<file path="src/rtl/policy_check.sv">
// Access-policy checker: classifies a transaction by domain (ID) and region (byte range), then looks up the read/write permission.
// Latency: one ACLK edge from stable inputs to GRANTED; asynchronous reset forces deny.
// Backpressure: none; the decision is re-evaluated every cycle and the surrounding logic samples it.
//
// Ports:
//   ACLK, ARESETN   clock, asynchronous active-low reset
//   POLICY          [region][domain] permission matrix, entry = {read_permit, write_permit}
//   ID              transaction ID, matched against the domain ID/mask pairs
//   ADDR, LEN, SIZE start address, burst length minus 1, log2 beat size
//   READ_WRITE      0 = read, 1 = write
//   GRANTED         registered decision, 1 = permitted

package pu_pkg;
  typedef struct packed {
    logic read_permit;
    logic write_permit;
  } policy_entry_t;
endpackage

module policy_check #(
  parameter int unsigned NUM_MEM_REGIONS = 2,
  parameter int unsigned NUM_DOMAINS     = 2,
  parameter int unsigned ID_WIDTH        = 16,
  parameter int unsigned ADDR_WIDTH      = 32,
  parameter logic [ADDR_WIDTH-1:0] MEM_REGION_0 = '0,
  parameter logic [ADDR_WIDTH-1:0] MEM_REGION_1 = '0,
  parameter logic [ADDR_WIDTH-1:0] MEM_REGION_2 = '0,
  parameter logic [ADDR_WIDTH-1:0] MEM_REGION_3 = '0,
  parameter int unsigned MEM_REGION_0_LSB = 12,
  parameter int unsigned MEM_REGION_1_LSB = 12,
  parameter int unsigned MEM_REGION_2_LSB = 12,
  parameter int unsigned MEM_REGION_3_LSB = 12,
  parameter logic [ID_WIDTH-1:0] DOMAIN_0_ID   = '0,
  parameter logic [ID_WIDTH-1:0] DOMAIN_1_ID   = '0,
  parameter logic [ID_WIDTH-1:0] DOMAIN_2_ID   = '0,
  parameter logic [ID_WIDTH-1:0] DOMAIN_3_ID   = '0,
  parameter logic [ID_WIDTH-1:0] DOMAIN_0_MASK = '1,
  parameter logic [ID_WIDTH-1:0] DOMAIN_1_MASK = '1,
  parameter logic [ID_WIDTH-1:0] DOMAIN_2_MASK = '1,
  parameter logic [ID_WIDTH-1:0] DOMAIN_3_MASK = '1
) (
  input  logic                                                          ACLK,
  input  logic                                                          ARESETN,
  input  pu_pkg::policy_entry_t [NUM_MEM_REGIONS-1:0][NUM_DOMAINS-1:0]  POLICY,
  input  logic [ID_WIDTH-1:0]                                           ID,
  input  logic [ADDR_WIDTH-1:0]                                         ADDR,
  input  logic [7:0]                                                    LEN,
  input  logic [2:0]                                                    SIZE,
  input  logic                                                          READ_WRITE,
  output logic                                                          GRANTED
);

  localparam logic [3:0][ADDR_WIDTH-1:0] REGION_BASE =
    {MEM_REGION_3, MEM_REGION_2, MEM_REGION_1, MEM_REGION_0};
  localparam int unsigned REGION_LSB [4] =
    '{MEM_REGION_0_LSB, MEM_REGION_1_LSB, MEM_REGION_2_LSB, MEM_REGION_3_LSB};
  localparam logic [3:0][ID_WIDTH-1:0] DOMAIN_REF =
    {DOMAIN_3_ID, DOMAIN_2_ID, DOMAIN_1_ID, DOMAIN_0_ID};
  localparam logic [3:0][ID_WIDTH-1:0] DOMAIN_MASK =
    {DOMAIN_3_MASK, DOMAIN_2_MASK, DOMAIN_1_MASK, DOMAIN_0_MASK};
  localparam logic [ADDR_WIDTH:0] ONE = {{ADDR_WIDTH{1'b0}}, 1'b1};

  // Address bits above the region's size; a region of 2^ADDR_WIDTH bytes matches everything.
  function automatic logic [ADDR_WIDTH-1:0] region_mask(input int unsigned lsb);
    if (lsb >= ADDR_WIDTH) return '0;
    return {ADDR_WIDTH{1'b1}} << lsb;
  endfunction

  logic                  dom_hit;
  logic [1:0]            dom_sel;
  logic                  region_hit;
  pu_pkg::policy_entry_t entry;
  logic [ADDR_WIDTH:0]   burst_bytes;
  logic [ADDR_WIDTH:0]   end_addr;
  logic                  wrap;
  logic                  grant_next;

  // Domain select: iterate downward so the lowest matching index wins.
  always_comb begin
    dom_hit = 1'b0;
    dom_sel = '0;
    for (int d = int'(NUM_DOMAINS) - 1; d >= 0; d--) begin
      if ((ID & DOMAIN_MASK[d]) == (DOMAIN_REF[d] & DOMAIN_MASK[d])) begin
        dom_hit = 1'b1;
        dom_sel = 2'(d);
      end
    end
  end

  // Inclusive end address with one extra bit so a wrap past the top of the address space is visible.
  // Assumes ADDR_WIDTH >= 16 so the largest burst (256 beats of 128 B) fits.
  assign burst_bytes = ({{(ADDR_WIDTH-7){1'b0}}, LEN} + ONE) << SIZE;
  assign end_addr    = {1'b0, ADDR} + burst_bytes - ONE;
  assign wrap        = end_addr[ADDR_WIDTH];

  // Region select: iterate upward so the highest-index candidate (the nested one) wins.
  // The entry is picked with constant indices only, which keeps small configurations index-safe.
  always_comb begin
    region_hit = 1'b0;
    entry      = '0;
    for (int r = 0; r < int'(NUM_MEM_REGIONS); r++) begin
      if ((((ADDR ^ REGION_BASE[r]) & region_mask(REGION_LSB[r])) == '0) &&
          (((end_addr[ADDR_WIDTH-1:0] ^ REGION_BASE[r]) & region_mask(REGION_LSB[r])) == '0)) begin
        region_hit = 1'b1;
        entry      = '0;
        for (int d = 0; d < int'(NUM_DOMAINS); d++) begin
          if (dom_sel == 2'(d)) entry = POLICY[r][d];
        end
      end
    end
  end

  assign grant_next = dom_hit && region_hit && !wrap &&
                      (READ_WRITE ? entry.write_permit : entry.read_permit);

  always_ff @(posedge ACLK or negedge ARESETN) begin
    if (!ARESETN) GRANTED <= 1'b0;
    else          GRANTED <= grant_next;
  end

endmodule

</file>
<file path="config.mk">
export PLATFORM = sky130hd
export DESIGN_NAME = policy_check
export DESIGN_NICKNAME = d
export VERILOG_FILES = /design/src/rtl/policy_check.sv
export SDC_FILE = /design/constraint.sdc
export NUM_CORES = 1
export LEC_CHECK = 0
export ABC_CLOCK_PERIOD_IN_PS = 800
export BUFFER_PORTS_ARGS = -buffer_cell sky130_fd_sc_hd__buf_2
export CORE_ASPECT_RATIO = 1.4
export CORE_UTILIZATION = 61
export DETAILED_ROUTE_END_ITERATION = 16
export HOLD_SLACK_MARGIN = 0.1
export PLACE_DENSITY_LB_ADDON = 0.05
export SLEW_MARGIN = 0
export SYNTH_ARGS = -nofsm -noshare
export SYNTH_HDL_FRONTEND = slang
export SYNTH_SLANG_ARGS = --single-unit
</file>
<file path="constraint.sdc">
create_clock -name ACLK -period 0.8 [get_ports ACLK]
set_input_delay 0 -clock ACLK [delete_from_list [all_inputs] [get_ports ACLK]]
set_output_delay 0 -clock ACLK [all_outputs]
set_load 0.02 [all_outputs]
</file>
==> flow_summary.ini, run 1 <==
[run_status]
status = aborted with a tool error
lastStage = global routing (5_1_grt)
error = [ERROR GRT-0116] Global routing finished with congestion. Check the congestion regions in the DRC Viewer.

[floorplan]
die_h_um = 85.8
fp.dieW_um = 61.9
start_util = 0.633
rows = 30
ios = 71

[placement]
pre_cts_ws_ps = -3000
place.gp.congestion = 1.02
dp_hpwl_mm = 9.38
portBuffers = 64

[global_routing]
grt_pass1_vias = 5360
grt_pass1_wl_mm = 25.9
globalRouteTotalUtil = 0.657
grt_remaining_overflow = 1
grt_start_max_net_pins = 15

[synth]
yosysTopAreaCell = ha_1
synth_top_area_frac = 0.221
yosysWarnings = 0
syn_inst = 464
synthArstFlopShare = 1.00
synth_edf_count = 0
synth.area.top_cells = ha_1, inv_1, o21ai_0
synth_seq_cells = 1
avgSynthCellArea_um2 = 6.60
syn_nets = 588
synth_area_um2 = 3060
ys_types = 74
synth_flop_cell = dfrtp_1
yosysSeqAreaShare = 0.00817
per-stage QoR:
step	std cells	hold WS (ps)	util	area [um2]	setup TNS, ps
floorplan	464	-296	-	3190	-2410
global placement	697	-217	0.909	4400	-2890
detailed placement	697	-217	0.909	4400	-3000
CTS	700	327	0.930	4500	-2840
repair_timing:
action,in CTS
setup endpoints to repair,1
pin swaps,6
buffers inserted,2
hold buffers,1
gates cloned,0
resized for setup,16
endpoints found under the hold margin,1
cell usage after synthesis, drive strengths merged, types with 8 or more instances:
cell / n
a21o: 8
a21oi: 35
buf: 10
clkbuf: 8
ha: 54
inv: 72
mux2i: 8
nand2: 37
nand3: 14
nor2: 32
nor3: 10
o211ai: 9
o21ai: 43
cell families after synthesis:
logic type                 share of synthesized area
and+or+nand+nor                                0.279
AOI/OAI and AO/OA                              0.317
buffers and inverters                          0.121
adders and majority gates                      0.221
muxes                                         0.0372
xor gates and xnor gates                      0.0172
DFF                                          0.00817
metal layers:
layer | GRT overflow | global-route usage
met3 | 0 | 0.451
met4 | 0 | 0.679
met1 | 0 | 0.595
met2 | 1 | 0.896
met5 | 0 | 0.0989
==> run 2, diff against run 1 <==
--- a/config.mk
+++ b/config.mk
@@ -7,11 +7,9 @@
 export LEC_CHECK = 0
 export ABC_CLOCK_PERIOD_IN_PS = 800
 export BUFFER_PORTS_ARGS = -buffer_cell sky130_fd_sc_hd__buf_2
-export CORE_ASPECT_RATIO = 1.4
-export CORE_UTILIZATION = 61
+export CORE_UTILIZATION = 40
 export DETAILED_ROUTE_END_ITERATION = 16
-export HOLD_SLACK_MARGIN = 0.1
-export PLACE_DENSITY_LB_ADDON = 0.05
+export PLACE_DENSITY_LB_ADDON = 0.15
 export SLEW_MARGIN = 0
 export SYNTH_ARGS = -nofsm -noshare
 export SYNTH_HDL_FRONTEND = slang
==> run 2 against run 1 <==
  * The flow now finishes, with violations (setup timing)
  * Synthesized cell count unchanged
  * Area after synthesis is the same
==> flow_summary.ini, run 2 <==
[run_status]
status = finished, violations left
violations = setup timing

[sta]
fin_ws_ps = -2860
hold_viol_final = 0
slew_headroom = 0.710
period_share = 4.57
tightest_slew_ps = 429
post-route-min-period_ps = 3660
slew_violations = 0
holdWs_ps = 321
finalSetupViolCount = 1
rsz0062_at_grt = yes
max_freq_mhz = 274

[layout]
fin_util = 0.642
largest-register = GRANTED
syn2layout_area_growth_pct = 53.7
fillers = 677
largest_reg_flops = 1
register_area_um2 = 25.0
final_common_cell = buf_4
nNetsFinal = 767
multi_input_area_um2 = 2950
antenna-diode-count = 0
reg_top3 = GRANTED: 1 flops
layout_common_cells = buf_4, inv_1, buf_2
layout-drive-gt1-share = 0.407

[power_and_ir_drop]
fin_total_pwr_w = 0.00422
power_density_nw_per_um2 = 897
p_clk_frac = 0
peakVddDrop_mv = 0.568
p_leak_nw = 2.36
p_switching_w = 0.00204
seqPwrFrac = 0.012
p_sw_frac = 0.484
intPower_w = 0.00218
power_frac_comb = 0.988

[global_routing]
grt_start_max_net_pins = 18
grt_remaining_overflow = 0
grt_pass1_vias = 3829
globalRouteTotalUtil = 0.258
grt_pass1_wl_mm = 16.4
antenna_found_initial = 0

[synth]
yosysMostFrequentCell = inv_1
synth_top_area_frac = 0.221
syn_nets = 588
synth_flop_cell = dfrtp_1
syn_inst = 464
synth.area.top_cells = ha_1, inv_1, o21ai_0
yosysWarnings = 0
ys_types = 74
synth_area_um2 = 3060
synth_edf_count = 0
synthArstFlopShare = 1.00
avgSynthCellArea_um2 = 6.60
yosysTopAreaCell = ha_1
yosysSeqAreaShare = 0.00817
synth_seq_cells = 1
ys_top_cells_by_count = inv_1, ha_1, o21ai_0, nand2_1, a21oi_1

[floorplan]
die_h_um = 89.5
fp.dieW_um = 89.5
rows = 31
core_area_um2 = 7330
start_util = 0.418
ios = 71
dieArea_um2 = 8010

[placement]
place.gp.congestion = 0.925
dp_hpwl_mm = 8.61
pre_cts_ws_ps = -2960
portBuffers = 64

[detailed_routing]
dr_wl_met2_mm = 5.52
dr.max_layer_used = met4
ant_nets = 0
vias = 3945
routed_wl_mm = 10.0
avgViaCountPerCell = 5.33
wl_per_cell_um = 13.5
route.detailed.drc = 0
dr.pass1.iters = 4
met1Wirelength_mm = 4.03
first_iter_violations = 134
route.met3.wl_um = 225

[min_path]
hold_class = input pin to asynchronous set/reset pin

[setup_path]
path_class = input pin to flop
crit_required_ps = 700
cp-start-kind = input pin
critPathCaptureType = flop
worstPathMaxFanout = 13
critPathArrivalTime_ps = 3550

[flow_run]
cap_violations = 0

[clocking]
path_clk_slew_ps = 0
[run 2: cell type report]
cell class | instances | area share
tap | 99 | 0.0263
sequential | 1 | 0.00532
inverter | 72 | 0.0574
multi-input combinational | 373 | 0.626
timing repair buffer | 195 | 0.285
[run 2: worst max-delay path, stage by stage]
cell and delay, ps:
buf_2 180, buf_4 180, nand3b_1 80, o21ai_0 90, a22o_1 290, a21oi_2 180
a22oi_1 110, ha_1 310, inv_2 50, ha_4 250, and3_4 190, a21o_1 180
a22oi_2 240, buf_4 190, nand2_2 60, xnor2_1 160, o211ai_1 130, a2111oi_2 290
nand4_1 150, nor4_2 260
[run 2: logic make-up (layout without fill, tap and decap cells)]
logic type | Yosys count | in the layout | share of synthesized area
xor gates and xnor gates | 6 | 6 | 0.0172
adders and majority gates | 54 | 54 | 0.221
and+or+nand+nor | 155 | 155 | 0.279
DFF | 1 | 1 | 0.00817
AOI/OAI and AO/OA | 147 | 147 | 0.317
muxes | 11 | 11 | 0.0372
buffers and inverters | 90 | 267 | 0.121
[run 2: worst paths after layout]
path | startpoint | cells after the start | end
hold / removal | ARESETN | 2 | GRANTED$_DFF_PN0_
max in group asynchronous | ARESETN | 2 | GRANTED$_DFF_PN0_
setup / recovery | SIZE[0] | 20 | GRANTED$_DFF_PN0_
min in group ACLK | GRANTED$_DFF_PN0_ | 1 | GRANTED
[run 2: power by group through the flow]
| stage | Sequential [W] | Clock, W | Combinational (W) |
|---|---|---|---|
| after global placement | 0.0000515 | 0 | 0.00360 |
| after CTS | 0.0000515 | 0 | 0.00397 |
| after global routing | 0.0000515 | 0 | 0.00456 |
| after detailed placement | 0.0000515 | 0 | 0.00368 |
| final | 0.0000515 | 0 | 0.00417 |
| after floorplan | 0.0000515 | 0 | 0.00220 |
[run 2: stage by stage]
stage               std cells  setup TNS (ps)  area [um2]
floorplan                 464           -2410        3190
global placement          734           -2880        4460
detailed placement        734           -2960        4460
CTS                       739           -2870        4620
global route              740           -3110        4710
finish                    740           -2860        4710
[run 2: what timing repair did]
action / 4_1_cts / 5_1_grt
hold buffers: 1 / 0
pin swaps: 24 / 9
gates cloned: 0 / 0
buffers inserted: 4 / 1
endpoints found under the hold margin: 1 / 0
gates resized for setup: 31 / 24
endpoints found under the setup margin: 1 / 1
[run 2: metal layers]
| layer | GRT usage | up-vias |
|---|---|---|
| met5 | 0 | - |
| met4 | 0.0505 | 0 |
| met3 | 0.00646 | 23 |
| met2 | 0.548 | 85 |
| met1 | 0.278 | 1813 |
| li1 | - | 2024 |
No activity file was read; power rests on OpenSTA's default activity.
==> run 3, diff against run 2 <==
--- a/config.mk
+++ b/config.mk
@@ -6,7 +6,7 @@
 export NUM_CORES = 1
 export LEC_CHECK = 0
 export ABC_CLOCK_PERIOD_IN_PS = 800
-export BUFFER_PORTS_ARGS = -buffer_cell sky130_fd_sc_hd__buf_2
+export BUFFER_PORTS_ARGS = -buffer_cell sky130_fd_sc_hd__buf_4
 export CORE_UTILIZATION = 40
 export DETAILED_ROUTE_END_ITERATION = 16
 export PLACE_DENSITY_LB_ADDON = 0.15
==> run 3 against run 2 <==
  * Largest power group unchanged
  * Critical endpoint unchanged
  * Cell area down 0.93%
  * Largest cell class unchanged
  * Critical path type unchanged
  * First-iteration DRC count shrank 22%
  * The run still ends with setup timing left
  * Power decreased by 6.8%
  * Sequential cell count did not move
  * Wire length fell by 3.2%
  * Die area did not move
  * Hold slack improved by 7.1 ps
==> flow_summary.ini, run 3 (synthesis gave the netlist of run 2 again) <==
[clocking]
path_clk_slew_ps = 0
post_cts_buffers = 0

[setup_path]
crit_required_ps = 700
worstPathMaxFanout = 9
critPathArrivalTime_ps = 3520
critPathCaptureType = flop
cp-start-kind = input pin
path_class = input pin to flop

[placement]
pre_cts_ws_ps = -2920
dp.cells = 730
place.gp.congestion = 1.01
dp_hpwl_mm = 8.60
portBuffers = 64

[floorplan]
core_area_um2 = 7330
rows = 31
start_util = 0.418
ios = 71
die_h_um = 89.5
fp.dieW_um = 89.5
dieArea_um2 = 8010

[layout]
syn2layout_area_growth_pct = 52.2
stdcell_count = 731
final_common_cell = buf_4
largest_reg_flops = 1
reg_top3 = GRANTED: 1 flops
antenna-diode-count = 0
largest-register = GRANTED
fin_util = 0.636
layout_common_cells = buf_4, inv_1, ha_1
layout-drive-gt1-share = 0.366
nNetsFinal = 758

[power_and_ir_drop]
p_leak_nw = 2.36
peakVddDrop_mv = 0.523
power_density_nw_per_um2 = 843

[sta]
fin_ws_ps = -2820
tightest_slew_ps = 470
tns_ps = -2820
period_share = 4.52
max_freq_mhz = 277
post-route-min-period_ps = 3620
finalSetupViolCount = 1
slew_headroom = 0.683
rsz0062_at_grt = yes
slew_violations = 0
hold_viol_final = 0

[detailed_routing]
wl_per_cell_um = 13.3
route.detailed.drc = 0
first_iter_violations = 105
avgViaCountPerCell = 5.33
dr.pass1.iters = 4
ant_nets = 0
vias = 3897
routed_wl_mm = 9.70

[flow_run]
cap_violations = 0

[global_routing]
grt_remaining_overflow = 0
antenna_found_initial = 0
globalRouteTotalUtil = 0.251
grt_pass1_vias = 3795
grt_pass1_wl_mm = 16.0
grt_start_max_net_pins = 20

[min_path]
hold_class = input pin to asynchronous set/reset pin

[run_status]
status = finished, violations left
violations = setup timing
[run 3: changes by cell type in the layout (fill, tap and decap cells not counted), moves of 7 or more]
cell	before	now
o21ai_0	19	28
buf_2	62	0
buf_4	127	185
o21ai_1	19	12
[run 3: layout make-up]
class / count / area, um2
fillers: 693 / 2670
inverters: 72 / 270
multi-input cells: 373 / 2850
flip-flops and latches: 1 / 25.0
well taps: 99 / 124
repair buffers: 186 / 1400
[run 3: layer usage]
metal	vias to the layer above	part of all wire	global-route usage
li1	2014	-	-
met2	75	0.55	0.541
met1	1784	0.39	0.260
met3	24	0.025	0.00739
met5	-	0	0
met4	0	0.031	0.0635
[run 3: timing repair]
item | CTS | global route
hold buffers | 1 | 0
pin swaps | 5 | 3
resized for setup | 6 | 9
endpoints found under the hold margin | 1 | 0
endpoints found under the setup margin | 1 | 1
[run 3: critical path, cell delays in order]
cell	delay, ps
buf_4	130
ha_4	190
nor2b_4	130
a32oi_1	150
a2bb2oi_1	170
o21ai_1	120
o21ai_1	210
mux2i_1	120
ha_1	290
inv_1	40
ha_1	310
a211oi_2	250
nor2_1	110
a2111o_1	430
nand4_1	140
nand2_1	90
a2111oi_2	350
nand4_1	150
nor4_2	140
[run 3: how the worst max path moves through the flow]
stage / startpoint / end / cells after the start
finish: LEN[0] / GRANTED$_DFF_PN0_ / 19
global route: LEN[0] / GRANTED$_DFF_PN0_ / 20
CTS: LEN[0] / GRANTED$_DFF_PN0_ / 21
detailed placement: LEN[3] / GRANTED$_DFF_PN0_ / 19
global placement: LEN[3] / GRANTED$_DFF_PN0_ / 19
floorplan: LEN[0] / GRANTED$_DFF_PN0_ / 20
[run 3: per-stage QoR]
stage | total power (W) | hold slack, ps | area, um2
2_1_floorplan | 0.00225 | -296 | 3190
3_3_place_gp | 0.00371 | -216 | 4590
3_5_place_dp | 0.00380 | -217 | 4590
4_1_cts | 0.00386 | 333 | 4630
5_1_grt | 0.00431 | 357 | 4660
6_report | 0.00393 | 328 | 4660
[run 3: report_power, final]
group | internal [W] | total, W | leakage [nW] | switching, W
sequential | 0.0000515 | 0.0000515 | 0.0140 | 0.000000000000000000000266
clock | 0 | 0 | 0 | 0
combinational | 0.00198 | 0.00388 | 2.35 | 0.00190
total | 0.00203 | 0.00393 | 2.36 | 0.00190
==> run 4, diff against run 3 <==
--- a/config.mk
+++ b/config.mk
@@ -7,7 +7,7 @@
 export LEC_CHECK = 0
 export ABC_CLOCK_PERIOD_IN_PS = 800
 export BUFFER_PORTS_ARGS = -buffer_cell sky130_fd_sc_hd__buf_4
-export CORE_UTILIZATION = 40
+export CORE_UTILIZATION = 30
 export DETAILED_ROUTE_END_ITERATION = 16
 export PLACE_DENSITY_LB_ADDON = 0.15
 export SLEW_MARGIN = 0
==> run 4 against run 3 <==
  * The run still ends with setup timing left
  * Wire length increased by 3.1%
  * Cell count grew 5.6%
  * Via count decreased by 0.80%
  * Core utilization decreased by 14 points
  * Hold slack improved by 4.8 ps
  * Setup slack got worse by 180 ps
  * Critical path depth grew 6
  * Combinational power up 6.7%
==> flow_summary.ini, run 4 (synthesis gave the netlist of run 2 again) <==
[sta]
slew_headroom = 0.687
rsz0062_at_grt = yes
post-route-min-period_ps = 3790
tightest_slew_ps = 462
period_share = 4.74
finalSetupViolCount = 1
hold_viol_final = 0
max_freq_mhz = 264
fin_ws_ps = -2990
slew_violations = 0

[floorplan]
core_area_um2 = 9820
ios = 71
rows = 36
start_util = 0.312
die_h_um = 103
fp.dieW_um = 103
dieArea_um2 = 10600

[global_routing]
grt_use_met2 = 0.313
antenna_found_initial = 0
grt_start_max_net_pins = 22
grt_remaining_overflow = 0
grt_pass1_vias = 3501
globalRouteTotalUtil = 0.187
grt_pass1_wl_mm = 16.1
grtUsageMet1 = 0.278
globalRouteMet3Util = 0.00542
grt.busiest_layer = met2

[layout]
fin_util = 0.494
final_common_cell = buf_4
largest_reg_flops = 1
layout-drive-gt1-share = 0.385
layout_common_cells = buf_4, inv_1, ha_1
antenna-diode-count = 0
reg_top3 = GRANTED: 1 flops
stdcell_area_um2 = 4850
syn2layout_area_growth_pct = 58.5
largest-register = GRANTED
nNetsFinal = 765

[setup_path]
worstPathMaxFanout = 4
critPathArrivalTime_ps = 3690
path_class = input pin to flop
critPathCaptureType = flop
cp-start-kind = input pin
crit_required_ps = 690

[run_status]
violations = setup timing
status = finished, violations left

[detailed_routing]
vias = 3866
dr.pass1.iters = 4
route.detailed.drc = 0
first_iter_violations = 173
ant_nets = 0
avgViaCountPerCell = 5.01
wl_per_cell_um = 13.0
routed_wl_mm = 10.0

[power_and_ir_drop]
power_density_nw_per_um2 = 864
p_leak_nw = 2.41
fin_total_pwr_w = 0.00419
peakVddDrop_mv = 0.282

[placement]
dp_hpwl_mm = 8.78
place.gp.congestion = 0.893
postPlaceCellArea_um2 = 4700
portBuffers = 64
pre_cts_ws_ps = -2950

[flow_run]
cap_violations = 0

[min_path]
hold_class = input pin to asynchronous set/reset pin

[clocking]
path_clk_slew_ps = 0
run 4: cell types whose count changed in the layout (fill, tap and decap cells not counted), moves of 2 or more:
cell,change
buf_12,+3
buf_4,+3
o21ai_1,+2
a2111oi_2,-2
a22oi_2,+2
a22oi_1,-2
o21ai_0,-3
run 4: final timing paths:
kind / end / cells past startpoint / start / slack (ps)
setup / recovery: GRANTED$_DFF_PN0_ / 25 / LEN[3] / -2990
hold / removal: GRANTED$_DFF_PN0_ / 2 / ARESETN / 330
max in group asynchronous: GRANTED$_DFF_PN0_ / 2 / ARESETN / 380
min in group ACLK: GRANTED / 1 / GRANTED$_DFF_PN0_ / 440
run 4: metal layers:
layer / routed length (um) / share of wire
met1: 5140 / 0.51
met2: 4450 / 0.44
met3: 359 / 0.036
met4: 55 / 0.0055
met5: 0 / 0
run 4: critical path, cell delays in order:
cell	delay, ps
buf_4	110
and3_2	230
nand3_1	90
a21oi_1	70
nor2_1	100
nor2_1	70
buf_4	120
nor2_1	110
a21oi_2	50
buf_4	140
a22oi_2	180
ha_1	250
inv_1	100
ha_4	220
and3_4	180
a21o_1	160
a22oi_2	180
buf_6	130
buf_4	110
a21oi_4	50
nor3_2	100
o211ai_1	160
a2111oi_4	340
nand4_1	150
nor4_2	280
run 4: cell type report:
type | count | area, um2
Fill cell | 1044 | 4960
Inverter | 72 | 270
Multi-Input combinational cell | 373 | 2900
Sequential cell | 1 | 25.0
Tap cell | 133 | 166
Timing Repair Buffer | 193 | 1490
run 4: timing repair:
item                                   in CTS  in global routing
pin swaps                                   3                 11
hold buffers                                1                  0
resized for setup                           5                 26
buffers inserted                            1                  1
endpoints found under the hold margin       1                  0
setup endpoints to repair                   1                  1
run 4: report_power, final:
part	internal (W)	total (W)	switching, W
clock network	0	0	0
logic	0.00216	0.00414	0.00198
registers	0.0000515	0.0000515	0.000000000000000000000149
run 4: per-stage QoR:
step	hold WS, ps	setup TNS (ps)	std cells
floorplan	-296	-2410	464
global placement	-217	-2900	769
detailed placement	-221	-2950	769
CTS	339	-2910	771
global route	342	-3280	772
finish	333	-2990	772
